[src/rtl/x2_resp_capture_if.sv]
// Handshake bundle between the x2 response source, the capture stage and the result consumer.
// Latency: none, signal grouping only.
// Backpressure: in_ready/out_ready carry flow control in each direction.
interface x2_resp_capture_if #(
  parameter int DEPTH = 4,
  parameter int W     = 7
);
  localparam int CW = $clog2(DEPTH + 1);

  logic          start;
  logic [7:0]    len;
  logic          in_valid;
  logic [W-1:0]  in_data;
  logic          in_ready;
  logic          out_valid;
  logic [W-1:0]  out_data;
  logic          out_ready;
  logic [CW-1:0] count;
  logic          busy;
  logic          done;
  logic [15:0]   sig;

  // Capture stage side
  modport slave (
    input  start, len, in_valid, in_data, out_ready,
    output in_ready, out_valid, out_data, count, busy, done, sig
  );

  // Source/consumer side
  modport master (
    output start, len, in_valid, in_data, out_ready,
    input  in_ready, out_valid, out_data, count, busy, done, sig
  );
endinterface

[src/rtl/x2_resp_capture.sv]
// Captures a bounded window of x2 responses into a FIFO; optional MISR signature (X2_MISR_EN).
// Latency: accept to FIFO head visible 1 cycle when empty; done 1 cycle after FIFO drains.
// Backpressure: in_ready drops when FIFO full (no same-cycle pop bypass) and outside RUN.
module x2_resp_capture #(
  parameter int DEPTH = 4,
  parameter int W     = 7
) (
  input logic            clk,
  input logic            rst,
  x2_resp_capture_if.slave bus
);
  localparam int AW = $clog2(DEPTH);
  localparam int CW = $clog2(DEPTH + 1);

  localparam logic [1:0] S_IDLE  = 2'd0;
  localparam logic [1:0] S_RUN   = 2'd1;
  localparam logic [1:0] S_DRAIN = 2'd2;
  localparam logic [1:0] S_DONE  = 2'd3;

  logic [1:0]    r_state;
  logic [CW-1:0] r_count;
  logic [AW-1:0] r_wr_ptr;
  logic [AW-1:0] r_rd_ptr;
  logic [7:0]    r_remaining;
  logic [W-1:0]  r_mem [DEPTH];

  logic w_in_ready;
  logic w_out_valid;
  logic w_accept;
  logic w_pop;
  logic w_start_ok;

  // Full FIFO blocks input even if the consumer pops this cycle.
  assign w_in_ready  = (r_state == S_RUN) && (r_count != CW'(DEPTH));
  assign w_out_valid = (r_count != '0);
  assign w_accept    = bus.in_valid && w_in_ready;
  assign w_pop       = w_out_valid && bus.out_ready;
  assign w_start_ok  = (r_state == S_IDLE) && bus.start && (bus.len != 8'd0);

  assign bus.in_ready  = w_in_ready;
  assign bus.out_valid = w_out_valid;
  // Head is masked so an empty FIFO presents zero rather than stale storage.
  assign bus.out_data  = w_out_valid ? r_mem[r_rd_ptr] : '0;
  assign bus.count     = r_count;
  assign bus.busy      = (r_state != S_IDLE);
  assign bus.done      = (r_state == S_DONE);

  // FIFO storage; contents are meaningless until counted, so no reset.
  always_ff @(posedge clk) begin
    if (w_accept) begin
      r_mem[r_wr_ptr] <= bus.in_data;
    end
  end

  // FIFO pointers and occupancy; power-of-two DEPTH makes pointer wrap free.
  always_ff @(posedge clk or posedge rst) begin
    if (rst) begin
      r_wr_ptr <= '0;
      r_rd_ptr <= '0;
      r_count  <= '0;
    end else begin
      if (w_accept) r_wr_ptr <= r_wr_ptr + AW'(1);
      if (w_pop)    r_rd_ptr <= r_rd_ptr + AW'(1);
      case ({w_accept, w_pop})
        2'b10:   r_count <= r_count + CW'(1);
        2'b01:   r_count <= r_count - CW'(1);
        default: r_count <= r_count;
      endcase
    end
  end

  // Window sequencing: remaining count is loaded only on a legal start in IDLE.
  always_ff @(posedge clk or posedge rst) begin
    if (rst) begin
      r_state     <= S_IDLE;
      r_remaining <= 8'd0;
    end else begin
      case (r_state)
        S_IDLE: begin
          if (w_start_ok) begin
            r_state     <= S_RUN;
            r_remaining <= bus.len;
          end
        end
        S_RUN: begin
          if (w_accept) begin
            r_remaining <= r_remaining - 8'd1;
            if (r_remaining == 8'd1) r_state <= S_DRAIN;
          end
        end
        S_DRAIN: begin
          // Uses registered occupancy, so a pop emptying the FIFO is seen next cycle.
          if (r_count == '0) r_state <= S_DONE;
        end
        default: begin
          r_state <= S_IDLE;
        end
      endcase
    end
  end

`ifdef X2_MISR_EN
  logic [15:0] r_sig;

  assign bus.sig = r_sig;

  // CRC-16-CCITT style MISR over accepted responses; held after the window ends.
  always_ff @(posedge clk or posedge rst) begin
    if (rst) begin
      r_sig <= 16'h0000;
    end else if (w_start_ok) begin
      r_sig <= 16'h0000;
    end else if (w_accept) begin
      r_sig <= {r_sig[14:0], 1'b0} ^ (r_sig[15] ? 16'h1021 : 16'h0000) ^ 16'(bus.in_data);
    end
  end
`else
  assign bus.sig = 16'h0000;
`endif

endmodule
[src/flat_wrapper.sv]
// flat-port wrapper written by rule: the top's interface ports become plain ports
module x2_resp_capture_flat 
#(
  parameter int DEPTH = 4,
  parameter int W     = 7
)
  (clk, rst, bus_start, bus_len, bus_in_valid, bus_in_data, bus_out_ready, bus_in_ready, bus_out_valid, bus_out_data, bus_count, bus_busy, bus_done, bus_sig);
  x2_resp_capture_if #(.DEPTH(DEPTH), .W(W)) bus_i ();
  input logic clk;
  input logic rst;
  input wire logic [$bits(bus_i.start)-1:0] bus_start;
  input wire logic [$bits(bus_i.len)-1:0] bus_len;
  input wire logic [$bits(bus_i.in_valid)-1:0] bus_in_valid;
  input wire logic [$bits(bus_i.in_data)-1:0] bus_in_data;
  input wire logic [$bits(bus_i.out_ready)-1:0] bus_out_ready;
  output wire logic [$bits(bus_i.in_ready)-1:0] bus_in_ready;
  output wire logic [$bits(bus_i.out_valid)-1:0] bus_out_valid;
  output wire logic [$bits(bus_i.out_data)-1:0] bus_out_data;
  output wire logic [$bits(bus_i.count)-1:0] bus_count;
  output wire logic [$bits(bus_i.busy)-1:0] bus_busy;
  output wire logic [$bits(bus_i.done)-1:0] bus_done;
  output wire logic [$bits(bus_i.sig)-1:0] bus_sig;
  assign bus_i.start = bus_start;
  assign bus_i.len = bus_len;
  assign bus_i.in_valid = bus_in_valid;
  assign bus_i.in_data = bus_in_data;
  assign bus_i.out_ready = bus_out_ready;
  assign bus_in_ready = bus_i.in_ready;
  assign bus_out_valid = bus_i.out_valid;
  assign bus_out_data = bus_i.out_data;
  assign bus_count = bus_i.count;
  assign bus_busy = bus_i.busy;
  assign bus_done = bus_i.done;
  assign bus_sig = bus_i.sig;
  x2_resp_capture #(.DEPTH(DEPTH), .W(W)) u_core (.clk(clk), .rst(rst), .bus(bus_i));
endmodule
[config.mk]
export PLATFORM = sky130hd
export DESIGN_NAME = x2_resp_capture_flat
export DESIGN_NICKNAME = d
export VERILOG_FILES = /design/src/rtl/x2_resp_capture_if.sv /design/src/rtl/x2_resp_capture.sv /design/src/flat_wrapper.sv
export SDC_FILE = /design/constraint.sdc
export NUM_CORES = 1
export LEC_CHECK = 0
export CAP_MARGIN = 20
export CORE_ASPECT_RATIO = 1.1
export CORE_MARGIN = 2
export CORE_UTILIZATION = 40
export DETAILED_ROUTE_END_ITERATION = 10
export PLACE_DENSITY = 0.68
export SLEW_MARGIN = 10
export SYNTH_ARGS = -nofsm -noshare
export SYNTH_HDL_FRONTEND = slang
export SYNTH_SLANG_ARGS = --single-unit
[constraint.sdc]
create_clock -name clk -period 6.7 [get_ports clk]
set_clock_uncertainty 0.15 [all_clocks]
set_input_delay 1.34 -clock clk [delete_from_list [all_inputs] [get_ports clk]]
set_output_delay 1.34 -clock clk [all_outputs]
set_load 0.005 [all_outputs]
# --- After elaboration in Yosys (flattened, before gate mapping) ---
# Memories as Yosys holds them, arrays and structs flattened.
# Cells that the tools add are included.
totals:
  memories: 1
  regBits: 17
  ramBits: 28
  input_bits: 20
mem_list:
  columns: ["memory", "words", "width", "read_ports", "rd_ports_with_merged_regs", "write_ports", "line_no", "source"]
  rows:
  - ["u_core.r_mem", 4, 7, 1, 0, 1, "x2_resp_capture.sv:25", "logic [W-1:0] r_mem [DEPTH];"]
op_classes:
  n_eq_ne: 11
  n_reduce_logical: 14
  n_mux: 12
  add_sub_neg: 5
ops:
  columns: ["operator", "n"]
  rows:
  - ["$mux W8", 2]
  - ["$pmux W8 S2", 1]
  - ["$eq A8 B1 Y1 const B", 1]
  - ["$mux W2", 4]
  - ["$reduce_bool A8 Y1", 1]
  - ["$sub A8 B1 Y8 const B", 1]
  - ["$mux W7", 1]
  - ["$eq A2 B2 Y1 const B", 3]
  - ["$ne A2 B1 Y1 const B", 3]
  - ["$pmux W2 S3", 1]
  - ["$pmux W3 S2", 1]
  - ["$reduce_bool A2 Y1", 3]
  - ["$logic_and A1 B1 Y1", 5]
  - ["$add A2 B1 Y2 const B", 2]
  - ["$eq A2 B1 Y1 const B", 2]
  - ["$reduce_and A4 Y1", 1]
  - ["$add A3 B1 Y3 const B", 1]
  - ["$logic_not A3 Y1", 1]
  - ["$ne A3 B3 Y1 const B", 1]
  - ["$reduce_and A3 Y1", 1]
  - ["$reduce_bool A3 Y1", 1]
  - ["$sub A3 B1 Y3 const B", 1]
  - ["$logic_not A2 Y1", 1]
  - ["$mux W1", 2]
  - ["$ne A2 B2 Y1 const B", 1]

# --- Depth between registers and ports, before layout ---
# Gate-level depths: netlist (run 1).
logic_depth:
  depth_word: 5
  depth_mapped: 13

# --- Worst setup path before layout (run 1) ---
# Ideal clock, no wire load.
synth_path:
  kind: "input port to flip-flop"
  startpoint: "input bus_in_valid"
  endpoint: "register u_core.r_count[2], in the netlist u_core.bus.count[2]"
  slack_ps: 3970
  stages: 8
  t_required_ps: 6471
  n_path_buf: 0
  arrival_ps: 2501
  path_cell_list: "and2_1 inv_1 ha_1 inv_1 fa_1 xor2_1 nor2_1 xor2_1"
synth_between:
  elab_chain_cells: 3
synth_rtl:
  columns: ["element", "line_no", "source"]
  rows:
  - ["start: declaration", "flat_wrapper.sv:13", "input wire logic [$bits(bus_i.in_valid)-1:0] bus_in_valid;"]
  - ["$logic_and A1 B1 Y1 (*)", "x2_resp_capture.sv:36", "assign w_accept = bus.in_valid && w_in_ready;"]
  - ["$eq A2 B1 Y1 / $eq A2 B2 Y1 (equally long branches)", "x2_resp_capture.sv:64", "case ({w_accept, w_pop})"]
  - ["$pmux W3 S2 / $reduce_bool A2 Y1 (equally long branches)", null, null]
  - ["end signal: assignment", "x2_resp_capture.sv:65", "2'b10: r_count <= r_count + CW'(1);"]
  - ["end signal: assignment", "x2_resp_capture.sv:66", "2'b01: r_count <= r_count - CW'(1);"]
  - ["end signal: assignment", "x2_resp_capture.sv:67", "default: r_count <= r_count;"]
  - ["end: declaration", "x2_resp_capture.sv:21", "logic [CW-1:0] r_count;"]
# Mark *: on every way between the ends. The rest lies on a longest branch, timed or not.
# A chain may end at the register's enable or synchronous reset.

# --- Worst setup path in the final report (run 1) ---
layout_path:
  startpoint: "register u_core.r_state[1]"
  endpoint: "output bus_in_ready"
layout_between:
  elab_chain_cells: 2
layout_rtl:
  columns: ["element", "line_no", "source"]
  rows:
  - ["start: declaration", "x2_resp_capture.sv:20", "logic [1:0] r_state;"]
  - ["start signal: assignment", "x2_resp_capture.sv:75", "r_state <= S_IDLE;"]
  - ["start signal: assignment", "x2_resp_capture.sv:81", "r_state <= S_RUN;"]
  - ["start signal: assignment", "x2_resp_capture.sv:88", "if (r_remaining == 8'd1) r_state <= S_DRAIN;"]
  - ["$eq A2 B1 Y1", "x2_resp_capture.sv:34", "assign w_in_ready = (r_state == S_RUN) && (r_count != CW'(DEPTH));"]
  - ["$logic_and A1 B1 Y1", "x2_resp_capture.sv:34", null]
  - ["end: declaration", "flat_wrapper.sv:16", "output wire logic [$bits(bus_i.in_ready)-1:0] bus_in_ready;"]
# Every way passes these cells.

==> results of run 1 <==
-- metrics by stage --
step	instances	util, %	hold slack [ps]
floorplan	203	-	351
global placement	290	46.8	386
detailed placement	290	46.8	385
CTS	298	48.8	397
global route	298	48.8	409
finish	298	48.8	394
-- power groups by stage --
stage               logic [uW]  registers, uW  clock network, uW
finish                     531            450                209
global route               589            462                227
detailed placement         536            456                  0
floorplan                  386            416                  0
global placement           531            456                  0
CTS                        537            451                215
-- layout make-up --
cell class	instances	area [um2]	area share [%]
timing repair buffer	34	338	12.1
sequential	45	1270	45.2
tap	77	96.3	3.44
clock inverter	3	47.5	1.70
clock buffer	5	68.8	2.46
multi-input combinational	121	935	33.4
inverter	13	48.8	1.74
-- placed cells by master (no fill, tap or decap), drive strengths merged, types with 3 or more instances in the layout --
cell	n
clkdlybuf4s50	33
a31oi	5
and3	4
clkbuf	5
nand3	5
inv	15
mux4	7
xor2	3
dfrtp	17
conb	16
a21oi	9
ha	11
and2	10
nor2	7
nand2	5
edfxtp	28
xnor2	3
o21ai	7
-- flip-flops by register name, indices dropped and copies added (netlist names) --
name and count:
u_core.bus.count 3, u_core.r_mem 28, u_core.r_rd_ptr 2, u_core.r_remaining 8, u_core.r_state 2, u_core.r_wr_ptr 2
-- worst register-to-register path, cell delays in order, from the launching register on --
cell	delay [ps]
dfrtp_1	420
inv_1	90
ha_1	590
inv_2	160
a31oi_1	420
and2_1	270
inv_1	70
ha_1	200
inv_1	70
fa_1	170
xor2_1	140
nor2_1	70
xor2_1	140
-- worst max-delay path by stage --
stage	start	to	slack (ps)	depth (start not counted)
after CTS	u_core.r_state[1]	bus_in_ready	2660	5
after global routing	u_core.r_state[1]	bus_in_ready	2480	5
final	u_core.r_state[1]	bus_in_ready	2640	5
after floorplan	bus_in_valid	u_core.bus.count[2]	3970	8
after global placement	u_core.r_state[1]	bus_in_ready	3040	5
after detailed placement	u_core.r_state[1]	bus_in_ready	3020	5
-- metal layers --
| layer | part of all wire [%] | track usage (%) |
|---|---|---|
| met2 | 52 | 22.3 |
| met1 | 42 | 16.9 |
| met5 | 0 | 0 |
| met3 | 4.7 | 2.37 |
| met4 | 1.9 | 6.82 |
-- kinds of logic after synthesis --
logic type / after synthesis / share of synthesized area (%)
AO/OA/AOI/OAI: 28 / 7.56
XOR/XNOR: 6 / 2.24
adder cells (fa/ha/maj): 12 / 6.71
buffers and inverters: 37 / 8.73
flip-flops: 45 / 53.9
multiplexers: 10 / 8.25
other: 1 / 0.160
AND/OR/NAND/NOR: 49 / 12.5
==> flow_summary.yaml, run 1 <==
timing:
  setup_slack_ps: 2640
  finalSetupViolations: 0
  worst_slew_pin_slew_ps: 694
  slew_violations: 0
  relSlewSlack_pct: 53.7
  fin_crit_sh_pct: 60.6
  fmax_mhz: 246
  finalHoldViolCount: 0
  totalNegativeSetupSlack_ps: 0
  min_period_ps: 4060
  rsz0062_at_grt: "false"
synthesis:
  synth_area_leader_cell: "edfxtp_1"
  synthTopCellsByCount: "edfxtp_1 (28), buf_4 (17), dfrtp_1 (17)"
  yosysMostFrequentCell: "edfxtp_1"
  ys_top_cells_by_area: "edfxtp_1 (36%), dfrtp_1 (18%), mux4_2 (6.7%)"
  yosys_warnings: 0
  postSynthAreaPerCell_um2: 12.5
  synthDistinctLibCells: 45
  ys.flop_type: "edfxtp_1"
  syn_area_um2: 2350
  yosys.area.top_type_share_pct: 35.8
  syn_inst: 188
  synth_edf_count: 28
  synth-seq-cells: 45
  async_flop_share_pct: 37.8
  ys_seq_area_share_pct: 53.9
final_layout:
  stdcell_area_um2: 2800
  nFillCells: 506
  drive_above_1_share_pct: 9.95
  num_antenna_cells: 0
  final_nets: 252
  area_delta_synth_final_pct: 19.2
placed_design:
  io_buffer_count: 33
  pre_cts_ws_ps: 3020
  hpwlAfterDp_mm: 3.04
  dpl-instance-area_um2: 2680
  gp_congestion: 0.854
pwr:
  power.total_uw: 1190
  power_frac_comb_pct: 44.6
  irDropWorstVdd_v: 0.000247
  power_frac_seq_pct: 37.8
  p_leak_uw: 0.00108
  swShare_pct: 34.6
  p_per_area_nw_per_um2: 425
  p_int_uw: 778
  power.switching_uw: 412
  p_clk_share_pct: 17.6
routing:
  drt_iter0_markers: 55
  drt-pass1-iter-count: 4
  ant_nets: 0
  dr_total_vias: 1466
  drc: 0
  wl_mm: 4.12
  via_per_inst: 4.92
  wl_per_cell_um: 13.8
worst_setup_path:
  cp_top_family: "buffers and inverters"
  r2r_end: "u_core.bus.count[2]"
  worst-r2r-cell-count: 12
  path_class: "flop to primary output"
  ff2ff_setup_slack_ps: 3620
  crit_path_end_kind: "primary output"
  r2r-start: "u_core.r_state[1]"
  required_ps: 5210
  cp_cell_sequence: "inv_1 > ha_1 > inv_2 > a31oi_1 > clkdlybuf4s50_1"
  cp_max_fo: 20
  slowest_stage: "clkdlybuf4s50_1"
  slowest_delay_ps: 600
  critical_path.startpoint_type: "flop"
  cp_data_arrival_time_ps: 2570
  worst-path-buf-inv: 3
clock_tree:
  cts-resized-gates: 0
  clkSinkCount: 45
  postCtsSetupRepairBufs: 0
  cts_tree: "built"
  cts_hold_repair.buffers: 0
  clk_path_buf_depth: 2
  cts_buffers: 5
  worstSkewPairLatency_ps: 290
  cts-root-buf: "clkbuf_8"
  h-tree-depth: 2
  path_clk_slew_ps: 80
die:
  num_io_pins: 50
  die_w_um: 77.1
  die_h_um: 84.4
  fp-row-count: 29
  fp.coreArea_um2: 5730
  initial_core_util_pct: 41.0
  die-area_um2: 6500
grt:
  grt_pass1_vias: 1385
  grt_pass1_wl_mm: 6.74
  globalRouteOverflowTotal: 0
  grt_usage_pct: 13.4
  grt_max_degree: 21
  antenna_found_initial: 0
worst_hold_path:
  min_path_cells: 1
  min_from: "u_core.bus.count[0]"
  holdPathEnd: "u_core.bus.count[0]"
  hold_path.class: "flop to flop"
run:
  max_cap_viol_count: 0
outcome:
  status: "finished, final reports clean"
Note: power is estimated with default switching activity, not from simulation.
==> run 2: changes to the inputs <==
PLACE_DENSITY = 0.71   (was 0.68)
clock period = 3.7 ns   (was 6.7 ns; I/O delays follow)
==> flow_summary.yaml, run 2 (synthesized netlist as in run 1, its figures left out) <==
worst_setup_path:
  crit_path_end_kind: "primary output"
  cp_max_fo: 20
  r2r-start: "u_core.r_state[1]"
  cp_data_arrival_time_ps: 2290
  critical_path.startpoint_type: "flop"
  crit_start: "u_core.r_state[1]"
  path_class: "flop to primary output"
  required_ps: 2810
  slowest_delay_ps: 600
  slowest_stage: "clkdlybuf4s50_1"
  cp_cell_sequence: "inv_1 > ha_1 > buf_4 > inv_2 > a31oi_1 > clkdlybuf4s50_1"
routing:
  drc: 0
  wl_mm: 4.26
  via_per_inst: 4.90
  ant_nets: 0
  dr_total_vias: 1469
  drt_iter0_markers: 69
  wl_per_cell_um: 14.2
  drt-pass1-iter-count: 4
final_layout:
  regMostFlops: "u_core.r_mem"
  final_nets: 254
  drive_above_1_share_pct: 10.8
  num_antenna_cells: 0
  register_area_um2: 1270
  area_delta_synth_final_pct: 19.9
  multi_input_area_um2: 935
  largest_reg_flops: 28
  final_cell_mix: "clkdlybuf4s50_1 (33), edfxtp_1 (28), dfrtp_1 (17)"
  fin_cells: 300
  nFillCells: 517
  mostFrequentLayoutCell: "clkdlybuf4s50_1"
grt:
  antenna_found_initial: 0
  grt_usage_pct: 14.0
  grt_pass1_vias: 1408
  grt_max_degree: 21
  globalRouteOverflowTotal: 0
  grt_pass1_wl_mm: 6.92
clock_tree:
  h-tree-depth: 2
  clk_path_buf_depth: 2
  clkSinkCount: 45
  cts-root-buf: "clkbuf_8"
  path_clk_slew_ps: 80
  worstSkewPairLatency_ps: 310
  cts_buffers: 5
  cts_tree: "built"
  cts-resized-gates: 0
  cts_hold_repair.buffers: 0
  postCtsSetupRepairBufs: 0
timing:
  worst_slew_pin_slew_ps: 690
  fin_crit_sh_pct: 86.0
  fmax_mhz: 314
  rsz0062_at_grt: "false"
  setup_slack_ps: 518
  slew_violations: 0
  finalSetupViolations: 0
  min_period_ps: 3180
  totalNegativeSetupSlack_ps: 0
  whs_ps: 409
  relSlewSlack_pct: 54.0
  finalHoldViolCount: 0
placed_design:
  io_buffer_count: 33
  gp_congestion: 0.825
  hpwlAfterDp_mm: 3.17
  placed_cells: 292
  pre_cts_ws_ps: 864
die:
  num_io_pins: 50
  fp.coreArea_um2: 5730
  initial_core_util_pct: 41.0
  die-area_um2: 6500
  fp-row-count: 29
  die_h_um: 84.4
  die_w_um: 77.1
pwr:
  power.total_uw: 2170
  irDropWorstVdd_v: 0.000355
  p_per_area_nw_per_um2: 771
  p_leak_uw: 0.00109
run:
  max_cap_viol_count: 0
worst_hold_path:
  hold_path.class: "flop to flop"
  min_from: "u_core.bus.count[2]"
outcome:
  status: "finished, final reports clean"
==> run 2: cell types whose count changed in the layout (fill, tap and decap cells not counted) <==
cell      change
clkinv_4      +1
inv_8         +1
buf_4         +2
inv_6         -2
==> run 2: power by group <==
part / internal [uW] / switching, uW
sequential: 667 / 148
combinational: 541 / 431
clock: 207 / 180
==> run 2: worst paths after layout <==
check,end,slack [ps],cells past startpoint
worst max-delay path,bus_in_ready,520,6
worst min-delay path,u_core.bus.count[2],410,1
worst max register to register,u_core.bus.count[2],910,13
worst min register to register,u_core.bus.count[2],410,1
max in group asynchronous,u_core.r_state[1],2280,2
min in group asynchronous,u_core.r_wr_ptr[1],680,2
==> run 2: layer usage <==
layer	wire (um)	up-vias	GRT usage, %
met5	0	-	0
met4	49	0	4.87
met3	159	4	4.09
met2	2170	35	23.2
met1	1880	715	17.6
li1	-	715	-
==> run 2: worst max-delay path, delay by kind of cell (launching register included) <==
| family | cells | cell delay [ps] |
|---|---|---|
| buffers and inverters | 4 | 1030 |
| flip-flops | 1 | 430 |
| AO/OA/AOI/OAI | 1 | 390 |
| adder cells (fa/ha/maj) | 1 | 140 |
==> run 2: stage by stage <==
stage | utilization (%) | area [um2]
3_5_place_dp | 47.1 | 2700
5_1_grt | 49.1 | 2820
4_1_cts | 49.1 | 2820
2_1_floorplan | - | 2410
6_report | 49.1 | 2820
3_3_place_gp | 47.1 | 2700
==> run 2: layout make-up <==
type / instances / area share (%)
clock inverters: 3 / 1.78
inverters: 13 / 1.73
repair buffers: 36 / 12.5
flip-flops and latches: 45 / 44.9
multi-input cells: 121 / 33.2
clock buffers: 5 / 2.44
well taps: 77 / 3.42
==> run 3: changes to the inputs <==
SKIP_LAST_GASP = 1   (was default)
==> results of run 3 <==
No change in the layout: final DEF, timing and power equal those of run 2.
